===== src/rtl/map_pkg.sv =====
// map_pkg: shared tile-map constants, FSM state type and address helpers.
// Used by the pellet updater and by the render-side map readers.
// Macro SCORE_BCD_EN: when defined, to_score() encodes point values as packed BCD.
package map_pkg;

    localparam int MAP_ADDR_W = 12;

    localparam logic [3:0] TILE_EMPTY  = 4'h0;
    localparam logic [3:0] TILE_WALL   = 4'h1;
    localparam logic [3:0] TILE_PELLET = 4'h2;
    localparam logic [3:0] TILE_POWER  = 4'h3;

    typedef enum logic [2:0] {IDLE, RD, WAIT, CHECK, WR} state_t;

    // row*40 + col without a multiplier
    function automatic logic [MAP_ADDR_W-1:0] map_addr(input logic [4:0] row, input logic [5:0] col);
        return ({7'b0, row} << 5) + ({7'b0, row} << 3) + {6'b0, col};
    endfunction

    // Point value in the same encoding as the score register
    function automatic logic [15:0] to_score(input int v);
`ifdef SCORE_BCD_EN
        return {4'(v / 1000 % 10), 4'(v / 100 % 10), 4'(v / 10 % 10), 4'(v % 10)};
`else
        return 16'(v);
`endif
    endfunction

endpackage


===== src/rtl/score_accum.sv =====
// score_accum: saturating score adder, binary or four-digit BCD.
// Ports: score (current value), add (increment, same encoding), sum (saturated result).
// Macro SCORE_BCD_EN: defined -> per-digit BCD add saturating at 16'h9999;
// undefined -> binary add saturating at 16'hFFFF.
module score_accum (
    input  logic [15:0] score,
    input  logic [15:0] add,
    output logic [15:0] sum
);
`ifdef SCORE_BCD_EN
    logic [4:0] t;
    logic       c;
    always_comb begin
        sum = '0;
        c = 1'b0;
        t = '0;
        for (int i = 0; i < 4; i++) begin
            t = {1'b0, score[4*i +: 4]} + {1'b0, add[4*i +: 4]} + {4'b0, c};
            c = t > 5'd9;
            sum[4*i +: 4] = c ? 4'(t - 5'd10) : t[3:0];
        end
        if (c) sum = 16'h9999;
    end
`else
    logic [16:0] t;
    assign t = {1'b0, score} + {1'b0, add};
    assign sum = t[16] ? 16'hFFFF : t[15:0];
`endif
endmodule


===== src/rtl/map_pellet_updater.sv =====
// map_pellet_updater: per-frame pellet eater owning the tile RAM write port.
// Inputs: Clk, Reset (sync, active-high), frame_tick, level_restart, pac_col, pac_row, ram_rd_data.
// Outputs: ram_rd_addr, ram_wr_addr, ram_wr_data, ram_we, score, pellets_left,
//          power_pulse, level_clear (sticky), busy.
// Macro SCORE_BCD_EN: score is kept as four packed BCD digits instead of binary.
module map_pellet_updater
    import map_pkg::*;
#(
    parameter int MAP_COLS      = 40,
    parameter int MAP_ROWS      = 30,
    parameter int PELLET_TOTAL  = 244,
    parameter int PELLET_POINTS = 10,
    parameter int POWER_POINTS  = 50
) (
    input  logic                  Clk,
    input  logic                  Reset,
    input  logic                  frame_tick,
    input  logic                  level_restart,
    input  logic [5:0]            pac_col,
    input  logic [4:0]            pac_row,
    output logic [MAP_ADDR_W-1:0] ram_rd_addr,
    input  logic [3:0]            ram_rd_data,
    output logic [MAP_ADDR_W-1:0] ram_wr_addr,
    output logic [3:0]            ram_wr_data,
    output logic                  ram_we,
    output logic [15:0]           score,
    output logic [8:0]            pellets_left,
    output logic                  power_pulse,
    output logic                  level_clear,
    output logic                  busy
);
    localparam logic [15:0] PELLET_ADD = to_score(PELLET_POINTS);
    localparam logic [15:0] POWER_ADD  = to_score(POWER_POINTS);

    state_t                state;
    logic [MAP_ADDR_W-1:0] addr;
    logic [15:0]           add;
    logic [15:0]           sum;
    logic                  in_range;
    logic                  is_pellet;
    logic                  is_power;

    assign in_range  = pac_col < 6'(MAP_COLS) && pac_row < 5'(MAP_ROWS);
    assign is_pellet = ram_rd_data == TILE_PELLET;
    assign is_power  = ram_rd_data == TILE_POWER;
    assign add       = is_power ? POWER_ADD : PELLET_ADD;

    // One latched address serves both ports; it is stable from RD until the next tick.
    assign ram_rd_addr = addr;
    assign ram_wr_addr = addr;
    assign ram_wr_data = TILE_EMPTY;
    assign busy        = state != IDLE;

    score_accum u_score_accum (
        .score(score),
        .add  (add),
        .sum  (sum)
    );

    // Write-side effects are registered on the CHECK->WR transition so they
    // appear together with ram_we during the single WR cycle.
    always_ff @(posedge Clk) begin
        if (Reset) begin
            state        <= IDLE;
            addr         <= '0;
            ram_we       <= 1'b0;
            power_pulse  <= 1'b0;
            score        <= '0;
            pellets_left <= 9'(PELLET_TOTAL);
            level_clear  <= 1'b0;
        end else begin
            ram_we      <= 1'b0;
            power_pulse <= 1'b0;
            if (level_restart) begin
                state        <= IDLE;
                pellets_left <= 9'(PELLET_TOTAL);
                level_clear  <= 1'b0;
            end else begin
                case (state)
                    IDLE: if (frame_tick && in_range) begin
                        addr  <= map_addr(pac_row, pac_col);
                        state <= RD;
                    end
                    RD:    state <= WAIT;
                    WAIT:  state <= CHECK;
                    CHECK: if (is_pellet || is_power) begin
                        state       <= WR;
                        ram_we      <= 1'b1;
                        power_pulse <= is_power;
                        score       <= sum;
                        if (pellets_left != 9'd0) pellets_left <= pellets_left - 9'd1;
                        if (pellets_left == 9'd1) level_clear <= 1'b1;
                    end else begin
                        state <= IDLE;
                    end
                    default: state <= IDLE;
                endcase
            end
        end
    end
endmodule

===== config.mk =====
export PLATFORM = sky130hd
export DESIGN_NAME = map_pellet_updater
export DESIGN_NICKNAME = d
export VERILOG_FILES = /design/src/rtl/map_pkg.sv /design/src/rtl/score_accum.sv /design/src/rtl/map_pellet_updater.sv
export SDC_FILE = /design/constraint.sdc
export NUM_CORES = 1
export LEC_CHECK = 0
export ABC_AREA = 1
export CAP_MARGIN = 10
export CORE_ASPECT_RATIO = 1.25
export CORE_UTILIZATION = 32
export DETAILED_ROUTE_END_ITERATION = 12
export SLEW_MARGIN = 20
export SYNTH_ARGS = -nofsm -noshare
export SYNTH_HDL_FRONTEND = slang
export SYNTH_SLANG_ARGS = --single-unit

===== constraint.sdc =====
create_clock -name Clk -period 3.05 [get_ports Clk]
set_input_delay 0.61 -clock Clk [delete_from_list [all_inputs] [get_ports Clk]]
set_output_delay 0.61 -clock Clk [all_outputs]
set_load 0.05 [all_outputs]

==> flow_metrics.tcl <==
set metrics [dict create \
    ir_drop_uv 193 \
    numCtsBuffers 5 \
    synth-seq-cells 42 \
    h-tree-depth 2 \
    antenna_left 0 \
    synth_area_leaders "dfxtp_1 33%, nand2_1 8.5%, inv_1 6.6%, ha_1 5.8%, buf_4 5.3%" \
    yosys-top-cells-count "58 x nand2_1, 45 x inv_1, 42 x dfxtp_1, 33 x nor2_1, 27 x nand3_1" \
    dieArea_sq_um 8410 \
    routabilityCongestion 0.875 \
    die_w_um 82.2 \
    cap_violations 0 \
    first_pass_iters 4 \
    grt_usage_pct 15.7 \
    synth_top_cell_by_area "dfxtp_1" \
    rows 36 \
    fillers 820 \
    ys_seq_area_share_pct 32.7 \
    hold_viol_final 0 \
    nNetsFinal 450 \
    worstMarginPinSlew_ps 659 \
    crit_type "input pin to flop" \
    cts_resized 0 \
    yosys.area.top_type_share_pct 32.7 \
    yosysMostFrequentCell "nand2_1" \
    register_area_sq_um 841 \
    async_reset_ff_share_pct 0 \
    placed_area_sq_um 3270 \
    clk_latency_ps 300 \
    post-route-period-util_pct 85.7 \
    coreArea_sq_um 7790 \
    fin_skew_ps 8.44 \
    rsz0062_at_grt "no" \
    syn_area_per_cell_sq_um 7.23 \
    vias 2461 \
    wire_per_inst_um 12.1 \
    yosysWarnings 0 \
    instances_no_fill 513 \
    overflow 0 \
    start_util_pct 33.0 \
    hpwlAfterDp_mm 4.82 \
    area_delta_synth_final_pct 32.4 \
    status "complete, no violations" \
    clock_path_buffers 2 \
    wirelength_mm 6.22 \
    period_needed_ps 2620 \
    hold_class "flop to flop" \
    crit_fanout 2 \
    fmaxAchievable_mhz 382 \
    cts_sinks 42 \
    antenna_cells 0 \
    synth-edff-count 0 \
    crit_arrival_ps 2850 \
    cts_tree "done" \
    synthCells 356 \
    cts.root.buffer_cell "clkbuf_8" \
    r2r_slack_ps 1120 \
    yosysUniqueCellTypes 37 \
    antenna_found_initial 0 \
    multi_input_area_sq_um 1390 \
    placedCellCount 505 \
    yosys_most_used_dff "dfxtp_1" \
    worst_setup_path_start_kind "input pin" \
    post-route-drc-count 0 \
    io_buffers 69 \
    design_area_sq_um 3410 \
    fin_util_pct 43.7 \
    grt_pass1_wl_mm 10.2 \
    cellPowerDensity_nw_per_um2 396 \
    via_per_inst 4.80 \
    cp.required_ps 3280 \
    end_kind "flop" \
    power_leakage_nw 1.41 \
    fin_tns_setup_ps 0 \
    postCtsHoldBufs 0 \
    syn_area_sq_um 2570 \
    clk_pin_slew_worst_paths_ps 80 \
    die_y_um 102 \
    setup_viol 0 \
    grt_pass1_vias 2359 \
    grt_max_degree 16 \
    pin_count 76 \
    drive_above_1_share_pct 8.37 \
    slew_headroom_pct 55.7 \
    drtIter0Drc 146 \
    drv_slew 0 \
    post-cts-setup-buffer-count 0 \
]
-- layout make-up --
cell class	count	share of cell area, %
clock buffer	6	2.42
timing repair buffer	71	20.7
sequential	42	24.7
clock inverter	2	1.76
tap	95	3.49
multi-input combinational	240	40.7
inverter	57	6.28
-- flip-flops by register name, summed over array words and instances (netlist names) --
name,flops
power_pulse,1
ram_we,1
pellets_left,9
score,16
ram_rd_addr,11
level_clear,1
state,3
-- final timing paths --
check	end	from	cells after the start
max	ram_rd_addr[9]	pac_col[5]	13
min	score[0]	score[0]	2
max reg2reg	pellets_left[5]	pellets_left[0]	12
min reg2reg	score[0]	score[0]	2
-- metal layers --
metal / track usage (%) / vias up / wire, um / part of all wire [%]
li1: - / 1264 / - / -
met1: 18.2 / 1128 / 2760 / 44
met2: 27.6 / 63 / 3070 / 49
met3: 3.39 / 6 / 314 / 5.0
met4: 6.07 / 0 / 78 / 1.3
met5: 0 / - / 0 / 0
-- cell usage in the layout (no fill, tap or decap), types with 2 or more instances in the layout --
cell / Yosys / routed
ha_1: 12 / 12
nor2_4: 2 / 2
o21ai_0: 10 / 10
o211ai_1: 3 / 3
buf_4: 18 / 2
dfxtp_1: 42 / 42
a21boi_1: 2 / 2
clkdlybuf4s50_1: 0 / 69
xnor2_1: 3 / 3
bufinv_16: 0 / 2
a31oi_1: 3 / 3
o21ai_1: 9 / 9
nor3_4: 2 / 2
inv_1: 45 / 45
clkbuf_8: 0 / 6
a211oi_1: 2 / 2
nand3_1: 27 / 27
nor3_1: 9 / 9
nand2_2: 4 / 4
nand2_1: 58 / 58
nor2_1: 33 / 33
a21oi_1: 24 / 24
inv_2: 11 / 11
conb_1: 1 / 6
fa_1: 2 / 2
xor2_1: 7 / 7
a2111oi_0: 2 / 2
nand4_1: 11 / 11
-- where the power goes --
| part | internal, mW | switching [mW] |
|---|---|---|
| combinational | 0.0842 | 0.152 |
| sequential | 0.557 | 0.00781 |
| clock | 0.349 | 0.200 |
-- critical path, stage by stage --
cell             delay [ps]
clkdlybuf4s50_1         470
inv_1                    60
fa_1                    580
inv_1                    60
ha_1                    290
nand3_1                  90
nand2_1                  80
a21oi_1                 130
nor2_1                   50
nor2_1                  110
xnor2_1                 120
nand2_1                  60
a21oi_1                 130
-- stage by stage --
stage | hold slack, ps | power (mW) | setup slack (ps)
after floorplan | 466 | 0.748 | 750
after global placement | 442 | 0.814 | 189
after detailed placement | 456 | 0.814 | 120
after CTS | 469 | 1.36 | 437
after global routing | 481 | 1.40 | 253
final | 465 | 1.35 | 435
-- kinds of logic after synthesis --
group                      synth area share (%)
AOI/OAI and AO/OA                          12.7
and+or+nand+nor                            29.5
adders and majority gates                  7.39
DFF                                        32.7
buffers and inverters                      14.2
xor gates and xnor gates                   3.40
other                                     0.146
Note: power is estimated with default switching activity, not from simulation.
==> RTL edit 1, RTL diff (same settings) <==
Build with the macro `SCORE_BCD_EN` defined.
--- a/src/rtl/map_pkg.sv
+++ b/src/rtl/map_pkg.sv
@@ -2,4 +2,6 @@
 // Used by the pellet updater and by the render-side map readers.
 // Macro SCORE_BCD_EN: when defined, to_score() encodes point values as packed BCD.
+`define SCORE_BCD_EN
+
 package map_pkg;
 
Function: changed (Yosys sat finds a counterexample within 10 cycles, from zero or initial values and one cycle with Reset high).
==> RTL edit 1 against the unedited design <==
  * The flow now finishes with violations (setup timing)
  * Sequential cell count unchanged
  * Total power grew 0.98%
  * Register-to-register slack worse by 1.7 ns
  * Wire length grew 2.0%
  * Setup slack worse by 0.98 ns
  * Critical path depth grew 14
  * Design area is 14% higher
  * Combinational power up 5%
  * Synthesized area is 0.24% lower
  * Critical path type is now register to register
==> RTL edit 1: results (changes against the unedited design) <==
global routing met3 resource utilization=3.30% (was 3.39%); clk pwr=0.553 mW (was 0.549 mW); vias=2502 (was 2461); DR vias/cell=4.66 (was 4.80); clock skew=0.00630 ns (was 0.00844 ns); Total GRT Usage=15.3% (was 15.7%); area share of xor/xnor cells in the synthesized design=2.39% (was 3.40%); setup ws final=-0.549 ns (was 0.435 ns); post-synth cell types=37 (unchanged); RD Place Congestion=0.824 (was 0.875); Pleak=1.57 nW (was 1.41 nW); layout cell share with drive strength beyond 1=24.7% (was 8.37%); syn_area_per_cell=7.46 µm² (was 7.23 µm²); Arr. time, crit path=3.82 ns (was 2.85 ns); Routed WL per cell=11.8 µm (was 12.1 µm); TNS Setup=-7.77 ns (was 0 ns); Peak VDD IR=264 µV (was 193 µV); Final setup viols=16 (was 0); post-synthesis compound-gate area fraction=11.6% (was 12.7%); DRT iter0 DRCs=62 (was 146); Worst path slowest cell=dfxtp_4 (was fa_1); Seq/Total Area, Yosys=32.7% (about the same); status=finished, violations left (was finished clean); first-pass GRT wire length=10000 µm (was 10200 µm); Largest stage delay, worst path=0.36 ns (was 0.58 ns); dpl cell area=0.00357 mm² (was 0.00327 mm²); routed wl met3=215 µm (was 314 µm); met1 Use GR=17.6% (was 18.2%); DP Wirelength=4690 µm (was 4820 µm); Total Nets Final=485 (was 450); R2R depth=27 (was 12); top cells by instance count after synthesis=69 x nand2_1, 42 x dfxtp_1, 37 x inv_1, 33 x nor2_1, 28 x nand3_1 (was 58 x nand2_1, 45 x inv_1, 42 x dfxtp_1, 33 x nor2_1, 27 x nand3_1); worst slew pin tran=0.545 ns (was 0.659 ns); failing checks=setup timing; # fillers=753 (was 820); wire length on met2=3290 µm (was 3070 µm); Switch Pwr=0.368 mW (was 0.360 mW); vias in the first global route=2301 (was 2359); dpl ws=-0.931 ns (was 0.120 ns); placed insts=515 (was 505); Adder-Cell Fraction of Synth Area=12.8% (was 7.39%)
-- RTL edit 1: cell count changes after synthesis, moves of 6 or more --
cell     delta
o21ai_1     -8
o21ai_0    +11
ha_1       +11
nand2_1    +11
inv_2      -10
inv_1       -8
nor3_1      -6
-- RTL edit 1: kinds of logic (layout without fill, tap and decap cells) --
group | after synthesis | in the layout
AO/OA/AOI/OAI | 54 | 54
XOR/XNOR | 7 | 7
adder cells (fa/ha/maj) | 25 | 25
buffers and inverters | 60 | 153
flip-flops | 42 | 42
other | 1 | 6
AND/OR/NAND/NOR | 155 | 155
-- RTL edit 1: through the flow --
stage,power (mW),utilization (%)
floorplan,0.756,-
global placement,0.821,45.8
detailed placement,0.822,45.8
CTS,1.38,48.8
global route,1.42,50.0
finish,1.36,50.0
-- RTL edit 1: path summary, 6_finish.rpt --
| kind | slack [ns] | start | end |
|---|---|---|---|
| hold / removal | 0.43 | state[2] | state[1] |
| hold reg to reg | 0.43 | state[2] | state[1] |
| setup / recovery | -0.55 | score[1] | score[6] |
| setup reg to reg | -0.55 | score[1] | score[6] |
-- RTL edit 1: repair_timing --
| action | in CTS | in global routing |
|---|---|---|
| endpoints found under the hold margin | 0 | 0 |
| setup endpoints to repair | 16 | 16 |
| buffers inserted | 10 | 4 |
| resized for setup | 7 | 19 |
| pin swaps | 14 | 1 |
| gates cloned | 0 | 0 |
-- RTL edit 1: final cells by class --
cell class | count | share of cell area (%)
Multi-Input combinational cell | 247 | 42.5
Timing Repair Buffer | 107 | 25.2
Sequential cell | 42 | 21.8
Inverter | 38 | 3.79
Tap cell | 95 | 3.05
Clock buffer | 6 | 2.12
Clock inverter | 2 | 1.54
==> RTL edit 2, RTL diff (config.mk and constraints unchanged) <==
Made on the original files. Register the output `power_pulse` once more, cleared by the reset; this adds one clock of latency there. The other outputs are not delayed to match.
--- a/src/rtl/map_pellet_updater.sv
+++ b/src/rtl/map_pellet_updater.sv
@@ -33,4 +33,6 @@
     localparam logic [15:0] POWER_ADD  = to_score(POWER_POINTS);
 
+    logic power_pulse_s0;
+
     state_t                state;
     logic [MAP_ADDR_W-1:0] addr;
@@ -65,5 +67,5 @@
             addr         <= '0;
             ram_we       <= 1'b0;
-            power_pulse  <= 1'b0;
+            power_pulse_s0 <= 1'b0;
             score        <= '0;
             pellets_left <= 9'(PELLET_TOTAL);
@@ -71,5 +73,5 @@
         end else begin
             ram_we      <= 1'b0;
-            power_pulse <= 1'b0;
+            power_pulse_s0 <= 1'b0;
             if (level_restart) begin
                 state        <= IDLE;
@@ -87,5 +89,5 @@
                         state       <= WR;
                         ram_we      <= 1'b1;
-                        power_pulse <= is_power;
+                        power_pulse_s0 <= is_power;
                         score       <= sum;
                         if (pellets_left != 9'd0) pellets_left <= pellets_left - 9'd1;
@@ -99,3 +101,11 @@
         end
     end
+    always_ff @(posedge Clk) begin
+        if (Reset) begin
+            power_pulse <= '0;
+        end else begin
+            power_pulse <= power_pulse_s0;
+        end
+    end
+
 endmodule
Check against the original RTL: not equivalent (Yosys sat finds a counterexample within 10 cycles, from zero or initial values and one cycle with Reset high).
==> RTL edit 2 against the unedited design <==
  * Synthesized area is 0.15% lower
  * Largest power group unchanged
  * Setup slack better by 0.0076 ns
  * Clock skew is 0.0039 ns lower
  * Sequential power is 2% higher
  * Design area is 1.1% lower
  * Sequential cell count is 1 higher
  * Register-to-register slack better by 0.14 ns
  * Final cell count is 0.58% lower
  * Total power is 9.3% lower
  * Maximum frequency is 0.29% higher
  * Wire length is 3.4% lower
==> RTL edit 2: results (changes against the unedited design) <==
worst slew pin tran=0.547 ns (was 0.659 ns); DP Wirelength=4740 µm (was 4820 µm); reg-to-reg endpoint=pellets_left[6] (was pellets_left[5]); Peak VDD IR=200 µV (was 193 µV); ys flop type=dfxtp_1 (unchanged); R2R depth=9 (was 12); clock skew=0.00455 ns (was 0.00844 ns); Total GRT Usage=15.1% (was 15.7%); antenna violations before repair=0 (unchanged); vias in the first global route=2208 (was 2359); Clock transition at path regs=0.08 ns (about the same); Total Nets Final=447 (was 450); Routed WL per cell=11.8 µm (was 12.1 µm); CTS buffer count=5 (unchanged); reg2reg setup slack=1.26 ns (was 1.12 ns); Hold Path Sink=power_pulse (was score[0]); layout cell share with drive strength beyond 1=7.95% (was 8.37%); Hold Path Depth=2 (unchanged); Clk Tree Root Cell=clkbuf_8 (unchanged); Pleak=1.36 nW (was 1.41 nW); status=finished clean (unchanged); post_cts resized=0 (unchanged); largest net degree at the start of global routing=17 (was 16); HP Class=register to register (unchanged); Largest stage delay, worst path=0.54 ns (was 0.58 ns); Clk Latency, worst-skew pair=0.30 ns (about the same); ranking of synthesized cells by area=dfxtp_1 33%, nand2_1 9.1%, inv_1 6.6% (was dfxtp_1 33%, nand2_1 8.5%, inv_1 6.6%); dpl cell area=0.00327 mm² (about the same); first-pass GRT wire length=9860 µm (was 10200 µm); CTS max path bufs=2 (unchanged); post-synth cell types=41 (was 37); Seq/Total Area, Yosys=33.5% (was 32.7%); Hold Crit Start=power_pulse_s0 (was score[0]); DR vias/cell=4.67 (was 4.80); RD Place Congestion=0.893 (was 0.875); delay-heaviest family, CP=adder cells (unchanged); DRT iter0 DRCs=77 (was 146); top cells by instance count after synthesis=62 x nand2_1, 45 x inv_1, 43 x dfxtp_1, 36 x nor2_1, 25 x a21oi_1 (was 58 x nand2_1, 45 x inv_1, 42 x dfxtp_1, 33 x nor2_1, 27 x nand3_1); Arr. time, crit path=2.84 ns (was 2.85 ns); reg-to-reg startpoint=pellets_left[0] (unchanged); Worst Path Max Fanout=3 (was 2)
[RTL edit 2: changes by cell type after synthesis, moves of 3 or more]
cell | before | now
nor2_1 | 33 | 36
o21ai_1 | 9 | 1
or2_1 | 0 | 3
nor3_1 | 9 | 6
nand2_1 | 58 | 62
nand3_1 | 27 | 23
nor3_2 | 1 | 4
inv_2 | 11 | 4
o21ai_0 | 10 | 18
[RTL edit 2: stage by stage]
stage          worst slack, ns  std cells  hold slack [ns]
2_1_floorplan            0.744        358            0.388
3_3_place_gp             0.211        502            0.418
3_5_place_dp             0.126        502            0.428
4_1_cts                  0.435        510            0.438
5_1_grt                  0.274        510            0.451
6_report                 0.442        510            0.435
[RTL edit 2: final cells by class]
class	count	area, µm²
Sequential cell	43	861
Inverter	50	190
Clock inverter	1	7.51
Multi-Input combinational cell	242	1390
Tap cell	95	119
Timing Repair Buffer	72	713
Fill cell	810	4420
Clock buffer	7	96.3
[RTL edit 2: logic make-up (layout without fill, tap and decap cells)]
| logic type | Yosys count | after routing | share of synthesized area, % |
|---|---|---|---|
| AO/OA/AOI/OAI | 59 | 59 | 13.7 |
| XOR/XNOR | 7 | 7 | 2.39 |
| adder cells (fa/ha/maj) | 14 | 14 | 7.40 |
| buffers and inverters | 73 | 130 | 13.3 |
| flip-flops | 43 | 43 | 33.5 |
| other | 1 | 6 | 0.146 |
| AND/OR/NAND/NOR | 156 | 156 | 29.5 |
[RTL edit 2: how the worst max path moves through the flow]
stage / startpoint / end / slack (ns)
2_1_floorplan: pac_col[5] / ram_rd_addr[9] / 0.74
3_3_place_gp: pac_col[5] / ram_rd_addr[9] / 0.21
3_5_place_dp: pac_col[5] / ram_rd_addr[9] / 0.13
4_1_cts: pac_col[5] / ram_rd_addr[9] / 0.43
5_1_grt: pac_col[5] / ram_rd_addr[9] / 0.27
6_report: pac_row[2] / ram_rd_addr[9] / 0.44
[RTL edit 2: metal layers]
| layer | vias up | track usage (%) | share of wire (%) |
|---|---|---|---|
| met5 | - | 0 | 0 |
| met4 | 0 | 4.45 | 1.3 |
| met3 | 6 | 2.50 | 3.7 |
| met2 | 47 | 27.1 | 52 |
| met1 | 1075 | 18.0 | 43 |
| li1 | 1255 | - | - |
[RTL edit 2: worst register-to-register path: stages, from the launching register on]
cell,delay (ns)
dfxtp_1,0.37
inv_1,0.11
ha_1,0.24
nand2_1,0.07
inv_1,0.08
a31oi_4,0.29
nand2_1,0.10
or2_1,0.26
o21ai_1,0.13
nand2_1,0.06
[RTL edit 2: power breakdown]
part           internal [mW]  switching (mW)
Sequential             0.570         0.00774
Clock                  0.206           0.204
Combinational         0.0845           0.152
Total                  0.861           0.364
